===== src/rtl/led_blink_scheduler.sv =====
// rtl/led_blink_scheduler.sv - shared-tick two-channel LED blink scheduler with command port
//
// One prescaler divides Clock down to a scheduler tick. Each channel counts ticks
// up to its half-period and toggles its LED output on wrap. A two-state command
// FSM (IDLE/APPLY) accepts set-half, enable, disable and sync-all commands.
//
// Ports:
//   Clock        in   system clock, all logic on the rising edge
//   Reset_n      in   synchronous active-low reset
//   cfg_valid    in   command present
//   cfg_ready    out  high while the scheduler can accept a command
//   cfg_op       in   00 set half-period, 01 enable, 10 disable, 11 sync-all
//   cfg_channel  in   target channel (ignored for sync-all)
//   cfg_half     in   half-period in ticks (set half-period only)
//   IO_voltage   out  channel 0 LED drive (registered)
//   IO_voltage2  out  channel 1 LED drive (registered)

module led_blink_scheduler #(
    parameter int unsigned CLOCK_HZ      = 27_000_000,
    parameter int unsigned TICK_HZ       = 1000,
    parameter int unsigned DEFAULT_HALF0 = 500,
    parameter int unsigned DEFAULT_HALF1 = 100
) (
    input  logic        Clock,
    input  logic        Reset_n,
    input  logic        cfg_valid,
    output logic        cfg_ready,
    input  logic [1:0]  cfg_op,
    input  logic        cfg_channel,
    input  logic [15:0] cfg_half,
    output logic        IO_voltage,
    output logic        IO_voltage2
);

    localparam int unsigned TICK_DIV = CLOCK_HZ / TICK_HZ;
    localparam int unsigned PW       = (TICK_DIV > 1) ? $clog2(TICK_DIV) : 1;

    generate
        if (TICK_DIV < 2) begin : g_bad_tick_div
            $error("led_blink_scheduler: CLOCK_HZ/TICK_HZ must be at least 2");
        end
    endgenerate

    localparam logic [1:0] OP_SET_HALF = 2'b00;
    localparam logic [1:0] OP_ENABLE   = 2'b01;
    localparam logic [1:0] OP_DISABLE  = 2'b10;
    localparam logic [1:0] OP_SYNC     = 2'b11;

    typedef enum logic {
        ST_IDLE  = 1'b0,
        ST_APPLY = 1'b1
    } state_t;

    state_t        state;
    logic [PW-1:0] presc;
    logic          tick;

    logic [1:0]    cap_op;
    logic          cap_channel;
    logic [15:0]   cap_half;

    logic [15:0]   half   [2];
    logic [15:0]   cnt    [2];
    logic [15:0]   eff_m1 [2];
    logic [1:0]    en;
    logic [1:0]    lvl;
    logic [1:0]    hit;

    assign tick        = (presc == PW'(TICK_DIV - 1));
    assign IO_voltage  = lvl[0];
    assign IO_voltage2 = lvl[1];

    // hit[ch]: the command executing this cycle touches channel ch, so that
    // channel ignores any coincident tick. Enabling an already-enabled channel
    // is a no-op and leaves tick processing alone.
    always_comb begin
        for (int ch = 0; ch < 2; ch++) begin
            hit[ch] = 1'b0;
            if (state == ST_APPLY) begin
                if (cap_op == OP_SYNC) begin
                    hit[ch] = 1'b1;
                end else if (cap_channel == 1'(ch)) begin
                    hit[ch] = (cap_op != OP_ENABLE) || !en[ch];
                end
            end
            // A stored half of 0 behaves as 1, i.e. wrap at count 0.
            eff_m1[ch] = (half[ch] == 16'd0) ? 16'd0 : half[ch] - 16'd1;
        end
    end

    always_ff @(posedge Clock) begin
        if (!Reset_n) begin
            state       <= ST_IDLE;
            cfg_ready   <= 1'b1;
            presc       <= '0;
            cap_op      <= 2'b00;
            cap_channel <= 1'b0;
            cap_half    <= 16'd0;
            half[0]     <= 16'(DEFAULT_HALF0);
            half[1]     <= 16'(DEFAULT_HALF1);
            cnt[0]      <= 16'd0;
            cnt[1]      <= 16'd0;
            en          <= 2'b11;
            lvl         <= 2'b00;
        end else begin
            // Sync-all restarts the prescaler so both channels re-align on it.
            if (state == ST_APPLY && cap_op == OP_SYNC) begin
                presc <= '0;
            end else if (tick) begin
                presc <= '0;
            end else begin
                presc <= presc + PW'(1);
            end

            case (state)
                ST_IDLE: begin
                    if (cfg_valid && cfg_ready) begin
                        cap_op      <= cfg_op;
                        cap_channel <= cfg_channel;
                        cap_half    <= cfg_half;
                        state       <= ST_APPLY;
                        cfg_ready   <= 1'b0;
                    end
                end
                ST_APPLY: begin
                    state     <= ST_IDLE;
                    cfg_ready <= 1'b1;
                end
                default: begin
                    state     <= ST_IDLE;
                    cfg_ready <= 1'b1;
                end
            endcase

            for (int ch = 0; ch < 2; ch++) begin
                if (hit[ch]) begin
                    cnt[ch] <= 16'd0;
                    case (cap_op)
                        OP_SET_HALF: half[ch] <= cap_half;
                        OP_ENABLE:   en[ch]   <= 1'b1;
                        OP_DISABLE: begin
                            en[ch]  <= 1'b0;
                            lvl[ch] <= 1'b0;
                        end
                        default:     lvl[ch]  <= 1'b0;
                    endcase
                end else if (tick && en[ch]) begin
                    if (cnt[ch] == eff_m1[ch]) begin
                        cnt[ch] <= 16'd0;
                        lvl[ch] <= ~lvl[ch];
                    end else begin
                        cnt[ch] <= cnt[ch] + 16'd1;
                    end
                end
            end
        end
    end

endmodule


===== config.mk =====
export PLATFORM = sky130hd
export DESIGN_NAME = led_blink_scheduler
export DESIGN_NICKNAME = d
export VERILOG_FILES = /design/src/rtl/led_blink_scheduler.sv
export SDC_FILE = /design/constraint.sdc
export NUM_CORES = 1
export LEC_CHECK = 0
export BUFFER_PORTS_ARGS = -buffer_cell sky130_fd_sc_hd__buf_2
export CAP_MARGIN = 10
export CORE_MARGIN = 2
export CORE_UTILIZATION = 40
export CTS_CLUSTER_SIZE = 20
export DETAILED_ROUTE_END_ITERATION = 8
export SLEW_MARGIN = 10
export SYNTH_ARGS = -nofsm -noshare
export SYNTH_HDL_FRONTEND = slang
export SYNTH_SLANG_ARGS = --single-unit

===== constraint.sdc =====
create_clock -name Clock -period 7.2 [get_ports Clock]
set_input_delay 2.16 -clock Clock [delete_from_list [all_inputs] [get_ports Clock]]
set_output_delay 2.16 -clock Clock [all_outputs]
set_load 0.03 [all_outputs]

; Word-level counts from Yosys, hierarchy flattened
; Memory sizes are Yosys's and may differ from the RTL's.
; Cells that the tools add are included.
[classes]
eq_ne = 10
reduce_logical = 23
bitwise_logic = 12
add_sub_neg = 5
muxes = 62
[ops]
columns = cell, n
row1 = $mux 16, 10
row2 = $mux 1, 49
row3 = $add 16x1->16 const B, 2
row4 = $eq 16x16->1, 2
row5 = $logic_not 16->1, 2
row6 = $sub 16x1->16 const B, 2
row7 = $add 15x1->15 const B, 1
row8 = $eq 15x15->1 const B, 1
row9 = $reduce_bool 2->1, 5
row10 = $or 1x1->1, 8
row11 = $ne 2x2->1 const B, 3
row12 = $pmux 1 s2, 3
row13 = $reduce_and 2->1, 3
row14 = $reduce_and 3->1, 2
row15 = $eq 2x2->1 const B, 2
row16 = $logic_and 1x1->1, 4
row17 = $not 1->1, 4
row18 = $reduce_or 3->1, 1
row19 = $eq 2x1->1 const B, 1
row20 = $logic_not 1->1, 2
row21 = $logic_not 2->1, 1
row22 = $logic_or 1x1->1, 2
row23 = $ne 2x1->1 const B, 1
row24 = $reduce_or 2->1, 1
[word_totals]
memories = 2
in_bits = 22
ramBits = 64
ff_bits = 40
out_inout_bits = 3
wordCells = 124
[mem_list]
columns = memory, depth, word_bits, read_ports, rd_clocked_by_memory_dff, wr, line_no
row1 = cnt, 2, 16, 2, 0, 2, 63  ; logic [15:0] cnt [2];
row2 = half, 2, 16, 2, 0, 2, 62  ; logic [15:0] half [2];

; Longest topological paths before layout
; Gate-level depths: netlist of the first run.
[depth]
word_depth = 11
mapped_depth = 11
ltp_nobuf = 10

; Least setup slack after synthesis of the first run
; No wires, ideal clock.
[synth_path]
path_kind = input port to flip-flop
start = input port Reset_n
end = memory half[0][0] (enable)
t_arrival_ns = 3.190
slack_ns = 3.545
n_path_buf = 2
setup_time_ns = 0.464
cell_stages = 3
t_required_ns = 6.736
cell_sequence = clkbuf_1 > clkbuf_1 > o21ai_0
[synth_rtl]
columns = element, line_no
row1 = start: declaration, 25  ; input logic Reset_n,
row2 = end: declaration, 62

==> qor.txt, run 1 <==
Status - finished, final reports clean
Hpwl dp - 9.89 mm
CP Capture Type - flip-flop
Ys async rst share - 0%
Synthesized area per cell - 9.58 um2
Mapped cell area - 0.00608 mm2
EDFF count, synth - 64
PostCTS Resize Cnt - 0
Final critical-path required period - 4.22 ns
DIE HEIGHT - 127 um
Reg2Reg Setup Slack - 2.98 ns
# hold bufs at CTS - 0
Hold_ws - 0.462 ns
RSZ-0062 raised after global routing - false
Number of top-level design ports - 25
Total GRT Usage - 17.1%
Tot Pwr - 0.00133 W
Grt met1 use - 22.8%
Vias in the first global route - 4521
Worst-skew pair later-pin latency - 0.36 ns
Measured slew at the worst slew-check pin - 0.984 ns
Share of layout cells above drive strength 1 - 10.2%
Psw - 0.000345 W
Synth warn - 0
Fin nets - 680
Reg area - 0.00272 mm2
WL/cell - 15.8 um
Comb pwr share - 8.3%
CTS buffer count - 9
Sequential area share after synthesis - 44.7%
Power Density - 200 mW/mm2
DRT Pass-1 Iters - 6
Top post-synthesis cells by area - edfxtp_1 (32%), dfxtp_1 (13%), xnor2_1 (5.3%)
Met3 Usage GRT - 2.68%
Slew Viols, Final - 0
Final Hold Viols - 0
Initial antenna violation count - 0
Die area - 0.0162 mm2
Clk_skew - 0.00601 ns
Placed inst area - 0.00636 mm2
Rel. slew slack - 34.4%
Final instance area - 0.00668 mm2
Antenna-violating nets left - 0
Final TNS setup - 0 ns
Vias per cell - 5.57
N_diodes - 0
Clock Path Buffers - 2
P&R area growth vs syn - 9.79%
Sink Count - 104
Max rail drop VDD - 0.000154 V
Commonest non-fill, non-tap cell in the layout - nand2_1
Fmax - 237 MHz
Setup CP Type - flip-flop to flip-flop
Pin count of the biggest net entering global routing - 34
Worst-path cell chain - inv_1 -> ha_1 -> or4b_1 -> nor4_2 -> nand2_1 -> a211oi_1 -> o21ai_0 -> or4_4 -> a211oi_4 -> nor3_1
Cell Int Power - 0.000989 W
Die Width - 127 um
Critical path's top delay family - simple AND/OR/NAND/NOR gates
Area of the multi-input gates - 0.00319 mm2
Worst EP required - 7.28 ns
Switch share - 25.9%
Post-Syn Nets - 666
Sequential power share - 52.0%
Synthesized netlist cell count - 635
Grt peak-use layer - met2
Buffers on Ports - 24
Clock power frac - 39.7%
Final setup vio count - 0
Cells after DPL - 826
Core ar. - 0.0150 mm2
Synth top area share - 31.6%
Count of cell types in the netlist - 64
DRT iter0 DRCs - 259
Clock Root Buffer - clkbuf_16
Synth Flop Type - edfxtp_1
DRC Markers - 0
FF+latch count, synth - 104
First-pass GRT wire length - 22.2 mm
Met2 Use GR - 28.6%
Clock slew at reported path FFs - 0.07 ns
Post-synth top area cell - edfxtp_1
Slowest cell delay on critical path - 0.74 ns
Initial Utilization - 40.5%
Leakage - 2.23 nW
Critical Path AT - 4.30 ns
Most frequent cells in the layout - nand2_1 (71), edfxtp_1 (64), nor2_1 (41)
Worst Path Max Fanout - 16
Vias - 4694
Post-CTS Setup Repair Bufs - 0
Rows - 45
Final Instance Count excl. Fillers - 842
Crit share post-route - 58.7%
Clock H-tree levels - 3
Total Wirelength - 13.3 mm
Gr ovfl total - 0
Buf/Inv on CP - 1
Worst Hold Class - flip-flop to flip-flop
Max-cap violations - 0
Routability congestion estimate - 0.883
CTS tree - done
Filler cell count - 1403
Worst Setup Start Kind - flip-flop
Slowest stage cell, crit path - a211oi_4
==> cells by family after synthesis <==
logic type	synth area share (%)
and+or+nand+nor	27.6
DFF	44.7
AOI/OAI and AO/OA	10.7
xor gates and xnor gates	10.9
buffers and inverters	2.86
adders and majority gates	1.85
muxes	1.36
==> sequential cells by signal (all words and copies together) (netlist names), 2 cells and up <==
register and flops:
presc 15, en 2, cap_op 2, half 32, cap_half 16, lvl 2
cnt 32
==> routing by layer <==
layer  routed length (um)  part of all wire [%]
met5                    0                     0
met4                  210                   1.6
met3                  641                   4.8
met2                 6300                    47
met1                 6140                    46
==> through the flow <==
step / util [%] / setup WS (ns)
2_1_floorplan: - / 3.55
3_3_place_gp: 42.3 / 3.14
3_5_place_dp: 42.3 / 2.92
4_1_cts: 44.4 / 2.92
5_1_grt: 44.4 / 2.60
6_report: 44.4 / 2.98
==> final timing paths <==
check                 endpoint          from  cells after the start
hold / removal    cap_half[15]  cap_half[15]                      2
setup / recovery     cnt[0][4]    half[0][0]                     10
setup reg to reg     cnt[0][4]    half[0][0]                     10
hold reg to reg   cap_half[15]  cap_half[15]                      2
==> power groups by stage <==
| stage | sequential (W) | clock, W | combinational, W |
|---|---|---|---|
| after floorplan | 0.000692 | 0 | 0.0000902 |
| after CTS | 0.000693 | 0.000538 | 0.000111 |
| after detailed placement | 0.000707 | 0 | 0.000111 |
| final | 0.000693 | 0.000530 | 0.000111 |
| after global routing | 0.000698 | 0.000563 | 0.000126 |
| after global placement | 0.000705 | 0 | 0.000108 |
==> cells in the mapped netlist, types with 5 or more instances <==
library cell   n
nand2b_1      11
o31ai_1        6
and3_1        10
o21ai_0       20
mux2i_1        6
nor3b_1        7
xor2_1        31
nor3_2         9
nand2_1       71
or3_1         11
inv_1         18
a21boi_0      21
nor2_1        41
nand3_1       30
o21a_1         5
nor4_1        11
xnor2_1       37
nand3b_1       5
nor3_1        40
a21oi_1       11
nor2b_1       10
nand4_1       16
clkbuf_1      21
edfxtp_1      64
dfxtp_1       40
and2_1        15
ha_1           9
==> layout make-up <==
class,instances,area share (%)
inverter,18,1.01
timing repair buffer,27,2.14
sequential,104,40.8
tap,188,3.52
clock buffer,9,3.37
multi-input combinational,489,47.7
clock inverter,7,1.48
==> tightest hold or removal path: cells and delay by family, from the launching register on <==
kind            cells  cell delay [ns]
flops               1             0.31
simple gates        1             0.04
compound gates      1             0.06
Power figures use the tool's default switching activity.
==> run 2: changes to the inputs <==
Clock period 7.2 ns to 4.3 ns, I/O delays scaled along.
==> run 2 against run 1 <==
Net effect:
- combinational power is 68% higher
- clock power is 51% higher
- via count is 0.94% lower
- critical endpoint is now cnt[0][0]
- sequential power is 67% higher
- clock-buffer cell count stayed put
- first-iteration DRC count is 3.5% higher
- sequential cell count stayed put
==> qor.txt, run 2 (synthesis results as in run 1) <==
Clock H-tree levels - 3 (unchanged)
Initial antenna violation count - 0 (unchanged)
DRC Markers - 0 (unchanged)
WL/cell - 15.4 um (-2.2%)
Gr ovfl total - 0 (unchanged)
Hold path depth - 2 (unchanged)
Final critical-path required period - 3.98 ns (-0.247 ns)
Antenna-violating nets left - 0 (unchanged)
Fin nets - 685 (+0.74%)
Cells after DPL - 831 (+0.61%)
Vias - 4650 (-0.94%)
Clk_skew - 0.00836 ns (+0.00236 ns)
Commonest non-fill, non-tap cell in the layout - nand2_1
Worst EP required - 4.39 ns (-2.89 ns)
Rows - 45 (unchanged)
Critical Path AT - 4.07 ns (-0.23 ns)
Vias in the first global route - 4379 (-3.1%)
Filler cell count - 1417 (+1.0%)
Rel. slew slack - 33.4% (-1.0 points)
PostCTS Resize Cnt - 0 (unchanged)
Final TNS setup - 0 ns (unchanged)
CTS buffer count - 9 (unchanged)
DIE HEIGHT - 127 um (unchanged)
Worst Path Max Fanout - 16 (unchanged)
Final setup vio count - 0 (unchanged)
N_diodes - 0 (unchanged)
Die Width - 127 um (unchanged)
Max rail drop VDD - 0.000254 V (+65%)
Status - finished, final reports clean
Clock Path Buffers - 2 (unchanged)
Final instance area - 0.00668 mm2 (about the same)
Critical path's top delay family - simple AND/OR/NAND/NOR gates
Slowest stage cell, crit path - or4_4
R2r worst-path depth - 11 (+1)
Worst Setup Start Kind - flip-flop
# hold bufs at CTS - 0 (unchanged)
Placed inst area - 0.00639 mm2 (+0.59%)
Hpwl dp - 9.81 mm (-0.83%)
Number of top-level design ports - 25 (unchanged)
Routability congestion estimate - 0.865 (-2.1%)
Die area - 0.0162 mm2 (unchanged)
Measured slew at the worst slew-check pin - 0.990 ns (+0.00589 ns)
First-pass GRT wire length - 22.0 mm (-1.0%)
Total GRT Usage - 16.8% (-0.28 points)
Most frequent cells in the layout - nand2_1 (71), edfxtp_1 (64), nor2_1 (41)
Power Density - 321 mW/mm2 (+61%)
Reg area - 0.00272 mm2 (unchanged)
Slew Viols, Final - 0 (unchanged)
Fmax - 251 MHz (+6.2%)
CTS tree - done
P&R area growth vs syn - 9.85% (about the same)
Setup CP Type - flip-flop to flip-flop
RSZ-0062 raised after global routing - false
Setup ws final - 0.322 ns (-2.65 ns)
DRT Pass-1 Iters - 5 (-1)
Clock slew at reported path FFs - 0.07 ns (about the same)
Leakage - 2.25 nW (+0.77%)
Share of layout cells above drive strength 1 - 10.9% (+0.68 points)
DRT iter0 DRCs - 268 (+3.5%)
Initial Utilization - 40.5% (unchanged)
Largest registers - cnt (32), half (32), cap_half (16)
Buffers on Ports - 24 (unchanged)
Final Hold Viols - 0 (unchanged)
Setup WS pre-CTS - 0.361 ns (-2.56 ns)
Stages on worst setup path - 11 (+1)
Clock Root Buffer - clkbuf_16
Core ar. - 0.0150 mm2 (unchanged)
Max-cap violations - 0 (unchanged)
Slowest cell delay on critical path - 0.58 ns (-0.16 ns)
Crit share post-route - 92.5% (+34 points)
Final Instance Count excl. Fillers - 847 (+0.59%)
Area of the multi-input gates - 0.00319 mm2 (unchanged)
Worst-skew pair later-pin latency - 0.35 ns (about the same)
CP Capture Type - flip-flop
Pin count of the biggest net entering global routing - 34 (unchanged)
Sink Count - 104 (unchanged)
Worst Hold Class - flip-flop to flip-flop
Post-CTS Setup Repair Bufs - 0 (unchanged)
Buf/Inv on CP - 2 (+1)
Total Wirelength - 13.1 mm (-1.6%)
Vias per cell - 5.49 (-1.5%)
Worst-path cell chain - inv_1 -> ha_1 -> or4b_1 -> nor4_2 -> nand2_1 -> a211oi_1 -> o21ai_0 -> or4_4 -> a211oi_4 -> buf_4 -> nor3_1
## run 2: where the power goes
part / leakage (nW) / switching, W / internal, W
registers: 0.964 / 0.0000568 / 0.00110
logic: 1.14 / 0.000103 / 0.0000827
clock network: 0.145 / 0.000393 / 0.000407
## run 2: routing by layer
metal	vias up	global-route usage, %	part of all wire (%)
met4	0	5.30	1.8
met1	2182	22.9	48
li1	2352	-	-
met3	22	2.64	3.1
met5	-	0	0
met2	94	27.6	47
## run 2: through the flow
| step | hold WS (ns) | utilization [%] | total power, W |
|---|---|---|---|
| 2_1_floorplan | 0.430 | - | 0.00131 |
| 3_3_place_gp | 0.442 | 42.5 | 0.00136 |
| 3_5_place_dp | 0.455 | 42.5 | 0.00137 |
| 4_1_cts | 0.467 | 44.5 | 0.00217 |
| 5_1_grt | 0.486 | 44.5 | 0.00224 |
| 6_report | 0.459 | 44.5 | 0.00215 |
## run 2: cell type report
cell class / instances / share of cell area (%)
clock buffers: 9 / 3.37
inverters: 18 / 1.01
clock inverters: 7 / 0.973
flip-flops and latches: 104 / 40.7
well taps: 188 / 3.52
repair buffers: 32 / 2.70
multi-input cells: 489 / 47.7
## run 2: path summary, 6_finish.rpt
| check | start | end | slack, ns |
|---|---|---|---|
| setup reg to reg | half[0][0] | cnt[0][0] | 0.32 |
| hold / removal | cap_half[11] | cap_half[11] | 0.46 |
| hold reg to reg | cap_half[11] | cap_half[11] | 0.46 |
| setup / recovery | half[0][0] | cnt[0][0] | 0.32 |
## run 2: worst reg2reg max path: cells and delay by family, from the launching register on
kind | cells | cell delay, ns
AO/OA/AOI/OAI | 3 | 0.67
AND/OR/NAND/NOR | 5 | 1.97
flip-flops | 1 | 0.43
adder cells (fa/ha/maj) | 1 | 0.26
buffers and inverters | 2 | 0.40
==> run 3: changes to the inputs <==
==> constraint.sdc (replaced) <==
create_clock -name Clock -period 4.3 [get_ports Clock]
set_input_delay 0.43 -clock Clock [delete_from_list [all_inputs] [get_ports Clock]]
set_output_delay 0.43 -clock Clock [all_outputs]
set_load 0.03 [all_outputs]
==> run 3 against run 2 <==
Net effect:
- total power grew 1.2%
- non-clock buffer count shrank 1
- combinational power is essentially flat
- sequential share of layout area is essentially flat
- final cell count shrank 0.12%
- fmax shrank 0.39%
- clock power grew 3.1%
- cell area is essentially flat
- die area is the same
- register-to-register slack lost 0.02 ns
- critical endpoint is now cnt[0][3]
- highest routed layer unchanged
==> qor.txt, run 3 (synthesis results as in run 1) <==
Clock Root Buffer - clkbuf_16
Placed inst area - 0.00639 mm2 (-0.12%)
Tot Pwr - 0.00217 W (+1.2%)
Share of layout cells above drive strength 1 - 10.8% (-0.14 points)
Vias in the first global route - 4450 (+1.6%)
P&R area growth vs syn - 9.83% (about the same)
Hold Path End - cap_half[10]
Max rail drop VDD - 0.000242 V (-4.7%)
Most frequent cells in the layout - nand2_1 (71), edfxtp_1 (64), nor2_1 (41)
Clock H-tree levels - 3 (unchanged)
RSZ-0062 raised after global routing - false
Buffers on Ports - 24 (unchanged)
Die Width - 127 um (unchanged)
Slew Viols, Final - 0 (unchanged)
Number of top-level design ports - 25 (unchanged)
Critical Path AT - 4.10 ns (+0.03 ns)
Die area - 0.0162 mm2 (unchanged)
Total Wirelength - 13.3 mm (+1.4%)
Vias - 4682 (+0.69%)
R2r worst-path depth - 11 (unchanged)
Clk_skew - 0.0113 ns (+0.00295 ns)
PostCTS Resize Cnt - 0 (unchanged)
DRC Markers - 0 (unchanged)
Sink Count - 104 (unchanged)
Status - finished, final reports clean
Setup CP Type - flip-flop to flip-flop
Worst EP required - 4.41 ns (+0.02 ns)
Initial Utilization - 40.5% (unchanged)
Reg2Reg Setup Slack - 0.31 ns (-0.02 ns)
First-pass GRT wire length - 22.4 mm (+2.0%)
Rel. slew slack - 35.4% (+2.0 points)
Initial antenna violation count - 0 (unchanged)
Fin nets - 684 (-0.15%)
CP Capture Type - flip-flop
DIE HEIGHT - 127 um (unchanged)
Leakage - 2.25 nW (-0.25%)
Fmax - 250 MHz (-0.39%)
Commonest non-fill, non-tap cell in the layout - nand2_1
Final Hold Viols - 0 (unchanged)
Hold path depth - 3 (+1)
WL/cell - 15.7 um (+1.5%)
Max-cap violations - 0 (unchanged)
Final TNS setup - 0 ns (unchanged)
CTS buffer count - 9 (unchanged)
Rows - 45 (unchanged)
Post-CTS Setup Repair Bufs - 0 (unchanged)
Measured slew at the worst slew-check pin - 0.968 ns (-0.0213 ns)
Total GRT Usage - 17.3% (+0.46 points)
Final critical-path required period - 3.99 ns (+0.0155 ns)
N_diodes - 0 (unchanged)
Crit share post-route - 92.9% (+0.36 points)
# hold bufs at CTS - 0 (unchanged)
Worst Path Max Fanout - 16 (unchanged)
Worst Setup Start Kind - flip-flop
Worst Hold Class - input port to flip-flop
Gr ovfl total - 0 (unchanged)
DRT iter0 DRCs - 239 (-11%)
Worst Hold Launch - cfg_half[10]
Worst-skew pair later-pin latency - 0.36 ns (about the same)
DRT Pass-1 Iters - 5 (unchanged)
Core ar. - 0.0150 mm2 (unchanged)
Hpwl dp - 9.87 mm (+0.61%)
Pin count of the biggest net entering global routing - 34 (unchanged)
Power Density - 325 mW/mm2 (+1.2%)
Routability congestion estimate - 0.868 (+0.36%)
Crit Reg-Reg Startpoint - half[0][0]
Largest registers - cnt (32), half (32), cap_half (16)
Final setup vio count - 0 (unchanged)
CTS tree - done
Vias per cell - 5.53 (+0.81%)
Clock Path Buffers - 2 (unchanged)
Final instance area - 0.00668 mm2 (about the same)
Antenna-violating nets left - 0 (unchanged)
FF-to-FF End - cnt[0][3]
Clock slew at reported path FFs - 0.08 ns (about the same)
==> run 3: critical path: stages (launching register included) <==
cell and delay (ns):
edfxtp_1 0.43, inv_1 0.13, ha_1 0.26, or4b_1 0.55, nor4_2 0.46, nand2_1 0.28
a211oi_1 0.30, o21ai_0 0.16, or4_4 0.58, a211oi_4 0.21, buf_4 0.27, nor3_1 0.09
==> run 3: area by class of cell <==
type                       count  area (um2)
inverter                      18        67.6
timing repair buffer          31         173
sequential                   104        2720
clock buffer                   9         225
tap                          188         235
clock inverter                 7        71.3
multi-input combinational    489        3190
fill                        1394        8350
==> run 3: metrics by stage <==
stage	worst slack (ns)	cells	util (%)	hold WS, ns
after global routing	0.0565	846	44.5	0.320
after global placement	0.485	830	42.5	0.443
after floorplan	0.698	635	-	0.430
after CTS	0.354	846	44.5	0.303
final	0.307	846	44.5	0.308
after detailed placement	0.405	830	42.5	0.452
==> run 3: report_power, final <==
part,leakage [nW],switching (W),internal (W)
logic,1.14,0.000104,0.0000822
clock network,0.145,0.000415,0.000410
registers,0.964,0.0000572,0.00110
total,2.25,0.000576,0.00160
==> run 3: how the worst max path moves through the flow <==
stage	startpoint	slack [ns]	depth (start not counted)	endpoint
finish	half[0][0]	0.31	11	cnt[0][3]
CTS	half[0][0]	0.35	11	cnt[0][3]
global route	half[0][0]	0.06	11	cnt[0][5]
global placement	half[0][0]	0.48	11	cnt[0][6]
floorplan	half[0][0]	0.70	11	cnt[0][0]
detailed placement	half[0][0]	0.40	11	cnt[0][5]
==> run 3: per-layer routing <==
metal	share of wire [%]	GRT usage, %
met3	4.1	2.47
met1	48	24.0
met2	46	27.2
met5	0	0
met4	2.2	7.18
